$ cat src/rtl/tinyqv_fetch_pkg.sv
// Shared definitions for the QSPI instruction fetch block: FSM state
// encoding, flash command/mode bytes and the length of each bus phase
// counted in SPI clocks.
package tinyqv_fetch_pkg;

  typedef enum logic [2:0] {
    ST_IDLE,
    ST_DESELECT,
    ST_CMD,
    ST_ADDR,
    ST_MODE,
    ST_DUMMY,
    ST_DATA
  } fetch_state_t;

  // SPI-clock counts per phase; 4 bits covers the longest phase (8).
  typedef logic [3:0] clk_cnt_t;

  localparam logic [7:0] CMD          = 8'hEB;
  localparam logic [7:0] MODE_BYTE    = 8'hFF;  // 0xFF: no continuous-read
  localparam clk_cnt_t   DUMMY_CYCLES = 4'd4;
  localparam logic [1:0] DESEL_CYCLES = 2'd2;

  localparam clk_cnt_t   CMD_CLKS     = 4'd8;
  localparam clk_cnt_t   ADDR_CLKS    = 4'd6;
  localparam clk_cnt_t   MODE_CLKS    = 4'd2;
  localparam clk_cnt_t   DATA_CLKS    = 4'd4;  // one halfword

endpackage

$ cat src/rtl/tinyqv_spi_shift.sv
// SPI clock generator and nibble shifter for one bus phase.
// A phase is loaded with a length in SPI clocks and the bits to send;
// each SPI clock is one low clk cycle followed by one high clk cycle.
// Outgoing bits advance and incoming nibbles are captured on the edge
// where spi_clk falls.
// Ports:
//   clk, rst      system clock, synchronous active-high reset
//   abort         drop the current phase immediately (spi_clk -> 0)
//   load          start a new phase (load_clks, load_data, load_quad)
//   hold          keep spi_clk low instead of raising it
//   data_in       sampled IO pins
//   spi_clk       SCK to the flash
//   out_nib       current top nibble of the outgoing shift register
//   in_nibs       last three captured nibbles, oldest in [11:8]
//   last          high in the cycle whose edge ends the phase
module tinyqv_spi_shift
  import tinyqv_fetch_pkg::*;
(
  input  logic        clk,
  input  logic        rst,
  input  logic        abort,
  input  logic        load,
  input  logic        load_quad,
  input  clk_cnt_t    load_clks,
  input  logic [23:0] load_data,
  input  logic        hold,
  input  logic [3:0]  data_in,
  output logic        spi_clk,
  output logic [3:0]  out_nib,
  output logic [11:0] in_nibs,
  output logic        last
);

  logic [23:0] sr;
  clk_cnt_t    clks_left;
  logic        quad;

  always_ff @(posedge clk) begin
    if (rst || abort) begin
      spi_clk   <= 1'b0;
      clks_left <= '0;
      sr        <= '0;
      quad      <= 1'b0;
      in_nibs   <= '0;
    end else if (load) begin
      // Loading coincides with the final falling edge of the previous
      // phase, so spi_clk is low here either way.
      spi_clk   <= 1'b0;
      clks_left <= load_clks;
      sr        <= load_data;
      quad      <= load_quad;
    end else if (clks_left != '0) begin
      if (spi_clk) begin
        spi_clk   <= 1'b0;
        clks_left <= clks_left - 4'd1;
        sr        <= quad ? {sr[19:0], 4'b0} : {sr[22:0], 1'b0};
        in_nibs   <= {in_nibs[7:0], data_in};
      end else if (!hold) begin
        spi_clk <= 1'b1;
      end
    end
  end

  assign out_nib = sr[23:20];
  assign last    = spi_clk && (clks_left == 4'd1);

endmodule

$ cat src/rtl/tinyqv_qspi_fetch.sv
// Instruction-side QSPI flash reader. On restart it deselects the flash,
// then issues a quad-I/O fast read (0xEB) at the latched address and
// streams halfwords to the core until the next restart or reset.
// Ports:
//   clk, rst                 system clock, synchronous active-high reset
//   instr_addr               halfword address; byte address = {addr,0}
//   instr_fetch_restart      abort and start a new read at instr_addr
//   instr_fetch_stall        pause at the next halfword boundary
//   instr_fetch_started      1-cycle pulse as CS falls for a new read
//   instr_fetch_stopped      high while no flash transaction is active
//   instr_data, instr_ready  halfword {byte1, byte0} with 1-cycle strobe
//   spi_cs_n, spi_clk        flash chip select and SCK (mode 0)
//   spi_data_out/oe/in       IO[3:0] drive, enable and sampled values
//
// state       | meaning
// ------------+-----------------------------------------------------
// ST_IDLE     | no transaction, waiting for restart
// ST_DESELECT | CS high, counting the minimum deselect time
// ST_CMD      | 0xEB on IO0, WP/HOLD driven high
// ST_ADDR     | 24-bit byte address, one nibble per SPI clock
// ST_MODE     | mode byte 0xFF
// ST_DUMMY    | turnaround, IO released
// ST_DATA     | streaming halfwords, 4 SPI clocks each
module tinyqv_qspi_fetch
  import tinyqv_fetch_pkg::*;
(
  input  logic        clk,
  input  logic        rst,
  input  logic [22:0] instr_addr,
  input  logic        instr_fetch_restart,
  input  logic        instr_fetch_stall,
  output logic        instr_fetch_started,
  output logic        instr_fetch_stopped,
  output logic [15:0] instr_data,
  output logic        instr_ready,
  output logic        spi_cs_n,
  output logic        spi_clk,
  output logic [3:0]  spi_data_out,
  output logic [3:0]  spi_data_oe,
  input  logic [3:0]  spi_data_in
);

  fetch_state_t state;
  logic [1:0]   desel_cnt;
  logic [23:0]  addr;
  logic         paused;

  logic         sh_load;
  logic         sh_quad;
  clk_cnt_t     sh_clks;
  logic [23:0]  sh_data;
  logic         sh_hold;
  logic [3:0]   sh_out;
  logic [11:0]  sh_in;
  logic         sh_last;

  // Once paused at a boundary, the first cycle with stall low raises SCK.
  assign sh_hold = paused & instr_fetch_stall;

  tinyqv_spi_shift u_shift (
    .clk       (clk),
    .rst       (rst),
    .abort     (instr_fetch_restart),
    .load      (sh_load),
    .load_quad (sh_quad),
    .load_clks (sh_clks),
    .load_data (sh_data),
    .hold      (sh_hold),
    .data_in   (spi_data_in),
    .spi_clk   (spi_clk),
    .out_nib   (sh_out),
    .in_nibs   (sh_in),
    .last      (sh_last)
  );

  // Next phase is loaded on the edge that ends the current one.
  always_comb begin
    sh_load = 1'b0;
    sh_quad = 1'b1;
    sh_clks = '0;
    sh_data = '0;
    if (!instr_fetch_restart) begin
      case (state)
        ST_DESELECT: if (desel_cnt == 2'd0) begin
          sh_load = 1'b1;
          sh_quad = 1'b0;
          sh_clks = CMD_CLKS;
          sh_data = {CMD, 16'h0};
        end
        ST_CMD: if (sh_last) begin
          sh_load = 1'b1;
          sh_clks = ADDR_CLKS;
          sh_data = addr;
        end
        ST_ADDR: if (sh_last) begin
          sh_load = 1'b1;
          sh_clks = MODE_CLKS;
          sh_data = {MODE_BYTE, 16'h0};
        end
        ST_MODE: if (sh_last) begin
          sh_load = 1'b1;
          sh_clks = DUMMY_CYCLES;
        end
        ST_DUMMY, ST_DATA: if (sh_last) begin
          sh_load = 1'b1;
          sh_clks = DATA_CLKS;
        end
        default: ;
      endcase
    end
  end

  always_ff @(posedge clk) begin
    if (rst) begin
      state               <= ST_IDLE;
      desel_cnt           <= 2'd0;
      addr                <= '0;
      paused              <= 1'b0;
      spi_cs_n            <= 1'b1;
      spi_data_oe         <= 4'h0;
      instr_data          <= 16'h0;
      instr_ready         <= 1'b0;
      instr_fetch_started <= 1'b0;
      instr_fetch_stopped <= 1'b1;
    end else begin
      instr_ready         <= 1'b0;
      instr_fetch_started <= 1'b0;
      if (instr_fetch_restart) begin
        state               <= ST_DESELECT;
        desel_cnt           <= DESEL_CYCLES;
        addr                <= {instr_addr, 1'b0};
        paused              <= 1'b0;
        spi_cs_n            <= 1'b1;
        spi_data_oe         <= 4'h0;
        instr_fetch_stopped <= 1'b1;
      end else begin
        if (paused && !instr_fetch_stall)
          paused <= 1'b0;
        case (state)
          ST_DESELECT: begin
            if (desel_cnt == 2'd0) begin
              state               <= ST_CMD;
              spi_cs_n            <= 1'b0;
              spi_data_oe         <= 4'b1101;
              instr_fetch_started <= 1'b1;
              instr_fetch_stopped <= 1'b0;
            end else begin
              desel_cnt <= desel_cnt - 2'd1;
            end
          end
          ST_CMD: if (sh_last) begin
            state       <= ST_ADDR;
            spi_data_oe <= 4'hF;
          end
          ST_ADDR: if (sh_last) state <= ST_MODE;
          ST_MODE: if (sh_last) begin
            state       <= ST_DUMMY;
            spi_data_oe <= 4'h0;
          end
          ST_DUMMY: if (sh_last) state <= ST_DATA;
          ST_DATA: if (sh_last) begin
            // Fourth nibble is taken straight from the pins on this edge.
            instr_ready <= 1'b1;
            instr_data  <= {sh_in[3:0], spi_data_in, sh_in[11:8], sh_in[7:4]};
            paused      <= instr_fetch_stall;
          end
          default: ;
        endcase
      end
    end
  end

  always_comb begin
    spi_data_out = 4'h0;
    case (state)
      ST_CMD:          spi_data_out = {2'b11, 1'b0, sh_out[3]};
      ST_ADDR, ST_MODE: spi_data_out = sh_out;
      default: ;
    endcase
  end

endmodule
$ cat config.mk
export PLATFORM = sky130hd
export DESIGN_NAME = tinyqv_qspi_fetch
export DESIGN_NICKNAME = d
export VERILOG_FILES = /design/src/rtl/tinyqv_fetch_pkg.sv /design/src/rtl/tinyqv_spi_shift.sv /design/src/rtl/tinyqv_qspi_fetch.sv
export SDC_FILE = /design/constraint.sdc
export NUM_CORES = 1
export LEC_CHECK = 0
export CAP_MARGIN = 20
export CORE_MARGIN = 2
export CORE_UTILIZATION = 35
export DETAILED_ROUTE_END_ITERATION = 8
export MAX_ROUTING_LAYER = met4
export PLACE_DENSITY = 0.52
export REMOVE_ABC_BUFFERS = 1
export SLEW_MARGIN = 20
export SYNTH_ARGS = -nofsm -noshare
export SYNTH_HDL_FRONTEND = slang
export SYNTH_SLANG_ARGS = --single-unit
$ cat constraint.sdc
create_clock -name clk -period 4.8 [get_ports clk]
set_clock_uncertainty 0.15 [all_clocks]
set_input_delay 0.48 -clock clk [delete_from_list [all_inputs] [get_ports clk]]
set_output_delay 0.48 -clock clk [all_outputs]
set_load 0.05 [all_outputs]
# After elaboration in Yosys (flattened, before gate mapping)
# Cells that the tools add are included.
# op_classes
n_bitwise	6
addsub	2
n_eq_ne	18
mux	45
n_reduce_logical	28
# ops
cell	n
$mux 24	8
$pmux 24 s3	1
$mux 4	8
$mux 3	7
$pmux 4 s4	1
$ne 3x3->1 const B	5
$pmux 3 s5	1
$mux 1	12
$ne 2x2->1 const B	6
$pmux 4 s3	1
$reduce_and 6->1	2
$eq 3x3->1 const B	3
$reduce_or 3->1	3
$mux 2	4
$pmux 4 s2	1
$reduce_and 2->1	4
$eq 3x2->1 const B	2
$reduce_and 3->1	2
$reduce_bool 2->1	3
$reduce_bool 6->1	1
$reduce_or 2->1	3
$not 1->1	5
$reduce_bool 5->1	1
$reduce_or 5->1	1
other kinds (13)	14
# word_totals
output_inout_bits	29
word_cells	115
in_bits	31
reg_bits	94

# Logic depth before layout (Yosys ltp)
# Gate-level depths: netlist of run 1.
# logic_depth
ltp_word	7
mapped_depth	8
ltp_nobuf	6

# Modules after synthesis
# Synthesis of run 1 repeated with hierarchy kept, for this count alone.
# hier_totals
cells_unflattened	550
area_unflattened_um2	4599.4
# modules_own_cells
mod	cells_per_inst	instances	area_each_um2
tinyqv_qspi_fetch	294	1	2356.0
tinyqv_spi_shift	256	1	2243.4

# Worst setup path before layout of run 1
# OpenSTA, ideal clock, no wires.
# synth_path
path_kind	reg-to-reg
start	register u_shift.spi_clk
end	register u_shift.sr[22]
setup_ns	0.093
path_slack_ns	2.567
period_less_slack_ns	2.233
path_stages_with_launch	6
t_arrival_ns	1.991
n_path_buf	1
cell_sequence	dfxtp_1 > nand4bb_4 > buf_6 > or4_4 > a211o_1 > o32ai_1
# synth_via
elab_chain_len	6
elab_cells_between_ends	12
cone_classes	mux (8); reduce/logical (4)
# synth_lines
item	line	source
start: declaration	tinyqv_spi_shift.sv:28	output logic spi_clk,
start signal: assignment	tinyqv_spi_shift.sv:40	spi_clk <= 1'b0;
start signal: assignment	tinyqv_spi_shift.sv:48	spi_clk <= 1'b0;
start signal: assignment	tinyqv_spi_shift.sv:54	spi_clk <= 1'b0;
$logic_and 1x1->1	tinyqv_spi_shift.sv:65	assign last = spi_clk && (clks_left == 4'd1);
$mux 1	--	
$pmux 1 s2	tinyqv_qspi_fetch.sv:83	case (state)
$mux 1	tinyqv_qspi_fetch.sv:82	if (!instr_fetch_restart) begin
$reduce_bool 2->1 (no line)	--	
$reduce_and 2->1 (no line)	--	
end signal: assignment	tinyqv_spi_shift.sv:50	sr <= load_data;
end signal: assignment	tinyqv_spi_shift.sv:56	sr <= quad ? {sr[19:0], 4'b0} : {sr[22:0], 1'b0};
end: declaration	tinyqv_spi_shift.sv:34	logic [23:0] sr;
# Several ways; a longest one is shown, not always the timed one.
# A chain may end at the register's enable or synchronous reset.

# Worst setup path after layout of run 1
# layout_path
start	register state[0]
end	output port spi_data_out[0]
# layout_via
elab_chain_len	3
elab_cells_between_ends	5
cone_classes	eq/ne (3); mux (1); reduce/logical (1)
# layout_lines
item	line	source
start: declaration	tinyqv_qspi_fetch.sv:43	fetch_state_t state;
start signal: assignment	tinyqv_qspi_fetch.sv:115	state <= ST_IDLE;
start signal: assignment	tinyqv_qspi_fetch.sv:129	state <= ST_DESELECT;
start signal: assignment	tinyqv_qspi_fetch.sv:142	state <= ST_CMD;
$eq 3x2->1 / $eq 3x3->1 (equally long branches)	tinyqv_qspi_fetch.sv:175	case (state)
$reduce_or 2->1	tinyqv_qspi_fetch.sv:175	
$pmux 4 s2 (*)	tinyqv_qspi_fetch.sv:175	
end: declaration	tinyqv_qspi_fetch.sv:38	output logic [3:0] spi_data_out,
# Mark *: on every way between the ends. The rest lies on a longest branch, timed or not.

==> results of run 1 <==
[cell families (layout without fill, tap and decap cells)]
kind of cell / after synthesis / after routing / share of synthesized area [%]
AOI/OAI and AO/OA: 106 / 106 / 17.7
xor gates and xnor gates: 3 / 3 / 0.629
adders and majority gates: 5 / 5 / 1.50
buffers and inverters: 46 / 89 / 5.15
DFF: 91 / 91 / 43.6
muxes: 53 / 53 / 12.7
and+or+nand+nor: 163 / 163 / 18.7
[critical path, delay by kind of cell (launching register included)]
| kind | cells | cell delay (ns) |
|---|---|---|
| AO/OA/AOI/OAI | 2 | 0.34 |
| buffers and inverters | 1 | 0.80 |
| flip-flops | 1 | 0.83 |
| AND/OR/NAND/NOR | 1 | 0.19 |
[worst max-delay path by stage]
stage               cells past startpoint                               to  slack, ns
CTS                                     4                  spi_data_out[0]       1.65
global route                            4                  spi_data_out[0]       1.50
global placement                        4                  spi_data_out[0]       2.11
floorplan                               4  u_shift.in_nibs[0]$_SDFFE_PP0P_       0.89
detailed placement                      4                  spi_data_out[0]       2.03
finish                                  4                  spi_data_out[0]       1.67
[sequential cells by signal, indices dropped and copies added (netlist names)]
register and cells:
u_shift.in_nibs 12, instr_data 16, paused 1, u_shift.clks_left 4
spi_cs_n 1, spi_data_oe 2, instr_ready 1, u_shift.spi_clk 1
desel_cnt 2, addr 23, instr_fetch_started 1, u_shift.sr 23
u_shift.quad 1, state 3
[cells in the final DEF, fill, tap and decap left out, types with 7 or more instances in the layout]
| cell type | count |
|---|---|
| o21a_1 | 15 |
| nor2_1 | 67 |
| mux2i_1 | 53 |
| clkdlybuf4s50_1 | 57 |
| o32ai_1 | 8 |
| nand2_1 | 44 |
| a21oi_1 | 35 |
| clkbuf_16 | 9 |
| a211oi_1 | 10 |
| dfxtp_1 | 90 |
| nor2b_1 | 8 |
| a2111oi_0 | 9 |
| inv_1 | 8 |
| o21ai_0 | 8 |
| nand3_1 | 7 |
[metrics by stage]
step	cell area (µm²)	power [mW]	hold slack [ns]
6_report	5150	1.68	0.312
3_5_place_dp	4820	0.929	0.304
5_1_grt	5150	1.75	0.335
3_3_place_gp	4820	0.927	0.295
4_1_cts	5150	1.71	0.319
2_1_floorplan	3990	0.865	0.284
[cell type report]
cell class                      instances  area, µm²
Timing Repair Buffer                   65        626
Sequential cell                        91       1820
Multi-Input combinational cell        330       2160
Clock buffer                           12        256
Inverter                                8       30.0
Fill cell                            1128       6370
Tap cell                              143        179
Clock inverter                          4       72.6
[layer usage]
layer / up-vias / share of wire [%] / routed length [µm] / track usage (%)
met2: 62 / 44 / 4360 / 23.9
met4: 0 / 1.3 / 125 / 7.56
met3: 9 / 3.6 / 355 / 3.11
li1: 1733 / - / - / -
met1: 1591 / 51 / 5130 / 23.2
met5: - / 0 / 0 / -
[report_power, final]
group | switching, mW | total (mW) | internal (mW)
clock | 0.290 | 0.774 | 0.484
combinational | 0.0695 | 0.125 | 0.0553
sequential | 0.0152 | 0.786 | 0.771
==> reports/metrics.yaml, run 1 <==
worst_setup_path:
  r2r_start: "state[0]$_SDFFE_PP0P_"
  end_kind: "output port"
  required_ns: 4.17
  crit_arrival_ns: 2.50
  critPathSlowestCell: "dfxtp_1"
  cpPeakStageDelay_ns: 0.83
  crit_path_start_kind: "register"
  crit_type: "reg2out"
  startpoint: "state[0]$_SDFFE_PP0P_"
  critPathMaxFanout: 26
  reg2reg_setup_slack_ns: 2.04
  crit_chain: "nand3_1 -> o21ai_0 -> a22o_1 -> clkdlybuf4s50_1"
  crit-reg2reg-capture: "u_shift.in_nibs[11]$_SDFFE_PP0P_"
  reg2reg_depth: 5
yosys:
  synth_cell_types: 52
  synthTopCellsByArea: "dfxtp_1 44%, mux2i_1 13%, nor2_1 6.1%"
  yosysTopAreaCell: "dfxtp_1"
  synth_ff_type: "dfxtp_1"
  synth_seq_cells: 91
  syn-cell-area_um2: 4180
  yosysMostFrequentCell: "dfxtp_1"
  synth.avg_cell_area_um2: 8.95
  synth-edff-count: 0
  yosys_warnings: 0
  synth_top_area_share_pct: 43.6
  syn_inst: 467
  async_flop_share_pct: 0
  synth_seq_area_share_pct: 43.6
  netlist_top_cells_count: "91 x dfxtp_1, 68 x nor2_1, 53 x mux2i_1"
finish:
  nNetsFinal: 541
  instances_no_fill: 653
  antenna_cells: 0
  syn2layout_area_growth_pct: 23.2
  fin_util_pct: 44.7
  drive_gt1_share_pct: 6.86
drt:
  drt_pass1_iterations: 8
  antenna_left: 0
  drc: 3
  wl_per_cell_um: 15.3
  drtIter0Drc: 216
  dr_total_vias: 3395
  viasPerCell: 5.20
  routed_wl_mm: 9.97
power:
  vdd_drop_max_uv: 168
  p_leak_nw: 1.75
  p_per_area_nw_per_um2: 327
placement:
  dp_hpwl_mm: 6.64
  post-place-cells: 637
  io_buffers: 59
  place_congestion: 0.793
  pre_cts_ws_ns: 2.03
clock_tree:
  cts_tree: "yes"
  clock_latency_ns: 0.34
  cts.sinks: 91
  clkTransAtPathRegs_ns: 0.06
  htreeDepth: 3
  cts_buffer_depth: 2
  post-cts-setup-buffers: 0
  cts_root_buf: "clkbuf_16"
  numCtsBuffers: 9
  holdBufCountCts: 0
  cts_resized: 0
run_status:
  outcome: "finished with violations"
  violations: "design-rule violations"
timing:
  layout_setup_ws_ns: 1.67
  finalHoldViolCount: 0
  maxSlewViolCount: 0
  period_share_pct: 65.2
  period_needed_ns: 3.13
  final.setup.tns_ns: 0
  worst_slew_pin_slew_ns: 1.00
  slew_headroom_pct: 33.0
  setup_violations: 0
  clock.fmax_mhz: 320
  rsz0062_at_grt: "false"
hold_path:
  min_path_type: "reg2reg"
  min_from: "addr[4]$_SDFFE_PP0P_"
  min_to: "u_shift.sr[4]$_SDFFE_PP0P_"
  worstHoldPathCells: 2
grt:
  antenna_found_initial: 0
  grt_overflow: 0
  grt_max_degree: 33
  grt_pass1_wl_mm: 16.8
  first_global_vias: 3277
  grt_use_total_pct: 16.8
floorplan:
  die_y_um: 113
  io_pins: 60
  die_w_um: 113
  core_um2: 11500
  die_area_um2: 12800
  initial_core_util_pct: 36.3
  row_count: 39
flow_run:
  drv_cap: 0
No activity file was read; power rests on OpenSTA's default activity.
==> inputs of run 2 (changes only) <==
- PLACE_DENSITY: 0.52 -> 0.54
- clock period: 4.8 -> 2.7 ns (I/O delays scaled with it)
==> reports/metrics.yaml, run 2 (same netlist as run 1, synthesis figures left out) <==
run_status:
  outcome: "finished with violations"
  violations: "design-rule violations"
grt:
  grt_use_met3_pct: 4.28  # +1.2 points
  grt.busiest_layer: "met2"
  antenna_found_initial: 0  # unchanged
  grt_pass1_wl_mm: 17.3  # +3.0%
  grt_use_total_pct: 17.6  # +0.76 points
  grt_overflow: 0  # unchanged
  grt_max_degree: 40  # +21%
  grt_use_met2_pct: 25.9  # +2.1 points
  first_global_vias: 3402  # +3.8%
  use_met1_pct: 22.9  # -0.31 points
placement:
  dp_hpwl_mm: 7.07  # +6.5%
  io_buffers: 59  # unchanged
  place_congestion: 0.805  # +1.4%
power:
  p_leak_nw: 1.81  # +2.9%
  p_per_area_nw_per_um2: 542  # +66%
  vdd_drop_max_uv: 333  # +99%
clock_tree:
  cts_resized: 0  # unchanged
  cts_buffer_depth: 2  # unchanged
  clkTransAtPathRegs_ns: 0.06  # about the same
  htreeDepth: 3  # unchanged
  cts_root_buf: "clkbuf_16"
  clock_latency_ns: 0.34  # about the same
  cts_tree: "yes"
  holdBufCountCts: 0  # unchanged
  cts.sinks: 91  # unchanged
  numCtsBuffers: 9  # unchanged
  post-cts-setup-buffers: 0  # unchanged
finish:
  antenna_cells: 0  # unchanged
  nNetsFinal: 556  # +2.8%
  final_cell_mix: "91 x dfxtp_1, 67 x nor2_1, 55 x clkdlybuf4s50_1"
  syn2layout_area_growth_pct: 24.7
  drive_gt1_share_pct: 9.54  # +2.7 points
  reg.largest.list: "addr: 23 flops, u_shift.sr: 23 flops, instr_data: 16 flops"
  final_common_cell: "dfxtp_1"
  fin_util_pct: 45.3  # +0.54 points
  fillers: 1153  # +2.2%
timing:
  finalHoldViolCount: 0  # unchanged
  slew_headroom_pct: 49.8  # +17 points
  rsz0062_at_grt: "false"
  final.setup.tns_ns: 0  # unchanged
  worst_slew_pin_slew_ns: 0.751  # -0.251 ns
  maxSlewViolCount: 0  # unchanged
  clock.fmax_mhz: 406
  period_share_pct: 91.2
  setup_violations: 0  # unchanged
  period_needed_ns: 2.46
floorplan:
  io_pins: 60  # unchanged
  die_w_um: 113  # unchanged
  die_y_um: 113  # unchanged
  row_count: 39  # unchanged
  initial_core_util_pct: 36.3  # unchanged
  die_area_um2: 12800  # unchanged
  core_um2: 11500  # unchanged
worst_setup_path:
  end_kind: "output port"
  crit-reg2reg-capture: "u_shift.sr[23]$_SDFFE_PP0P_"
  crit_path_start_kind: "register"
  cpLargestDelayFamily: "buffers and inverters"
  required_ns: 2.28  # -1.89 ns
  reg2reg_depth: 6  # +1
  r2r_start: "u_shift.clks_left[1]$_SDFFE_PP0P_"
  crit_chain: "buf_4 -> clkdlybuf4s50_1"
  reg2reg_setup_slack_ns: 0.46  # -1.58 ns
  crit_arrival_ns: 2.04  # -0.46 ns
  critPathSlowestCell: "clkdlybuf4s50_1"
  crit_type: "reg2out"
  crit_buf_inv: 2  # +1
  cpPeakStageDelay_ns: 0.83  # about the same
  critPathMaxFanout: 14  # -46%
drt:
  antenna_left: 0  # unchanged
  wl_per_cell_um: 15.4  # +0.81%
  drtIter0Drc: 192  # -11%
  drt_pass1_iterations: 6  # -2
  routed_wl_mm: 10.3  # +3.0%
  drc: 4  # +1
  dr_total_vias: 3503  # +3.2%
  viasPerCell: 5.25  # +1.0%
hold_path:
  min_to: "u_shift.sr[4]$_SDFFE_PP0P_"
  min_path_type: "reg2reg"
  worstHoldPathCells: 2  # unchanged
  min_from: "addr[4]$_SDFFE_PP0P_"
flow_run:
  drv_cap: 0  # unchanged
[run 2: changes by cell type in the layout (fill, tap and decap cells not counted)]
| cell | before | now |
|---|---|---|
| buf_4 | 6 | 25 |
| bufinv_16 | 2 | 0 |
| clkdlybuf4s50_1 | 57 | 55 |
| buf_2 | 1 | 0 |
| clkbuf_2 | 1 | 0 |
| clkbuf_8 | 2 | 3 |
| clkinv_2 | 1 | 2 |
| clkinvlp_4 | 1 | 0 |
| dfxtp_1 | 90 | 91 |
| dfxtp_2 | 1 | 0 |
[run 2: worst min-delay path: cells and delay by family, from the launching register on]
family / cells / cell delay, ns
flops: 1 / 0.31
simple gates: 1 / 0.05
compound gates: 1 / 0.05
[run 2: area by class of cell]
type | count | area, µm² | area share, %
timing repair buffer | 80 | 738 | 14.2
tap | 143 | 179 | 3.43
multi-input combinational | 330 | 2160 | 41.5
inverter | 8 | 30.0 | 0.576
clock inverter | 2 | 10.0 | 0.192
sequential | 91 | 1820 | 35.0
clock buffer | 13 | 270 | 5.19
[run 2: how the worst max path moves through the flow]
stage / slack [ns] / cells past startpoint / start / end
after global routing: 0.14 / 2 / u_shift.spi_clk$_SDFFE_PP0P_ / spi_clk
final: 0.24 / 2 / u_shift.spi_clk$_SDFFE_PP0P_ / spi_clk
after global placement: 0.20 / 5 / instr_fetch_restart / u_shift.in_nibs[0]$_SDFFE_PP0P_
after floorplan: -1.21 / 4 / u_shift.spi_clk$_SDFFE_PP0P_ / u_shift.in_nibs[0]$_SDFFE_PP0P_
after CTS: 0.23 / 2 / u_shift.spi_clk$_SDFFE_PP0P_ / spi_clk
after detailed placement: 0.27 / 6 / instr_fetch_restart / u_shift.sr[20]$_SDFFE_PP0P_
[run 2: per-layer routing]
layer | share of wire, % | wire, µm | vias to the layer above
li1 | - | - | 1771
met1 | 49 | 5070 | 1647
met2 | 45 | 4580 | 78
met3 | 4.8 | 498 | 7
met4 | 1.2 | 119 | 0
met5 | 0 | 0 | -
[run 2: report_power, final]
part / internal (mW) / switching (mW) / leakage [nW]
Clock: 0.691 / 0.496 / 0.141
Sequential: 1.37 / 0.0184 / 0.739
Combinational: 0.111 / 0.138 / 0.926
Total: 2.17 / 0.652 / 1.81
[run 2: stage by stage]
stage	cell area, µm²	worst slack, ns	hold slack [ns]	power [mW]	instances
2_1_floorplan	3990	-1.21	0.189	1.54	429
3_5_place_dp	4930	0.269	0.307	1.67	652
6_report	5210	0.238	0.313	2.82	667
3_3_place_gp	4920	0.203	0.295	1.67	652
5_1_grt	5210	0.143	0.330	2.97	667
4_1_cts	5210	0.227	0.315	2.87	667
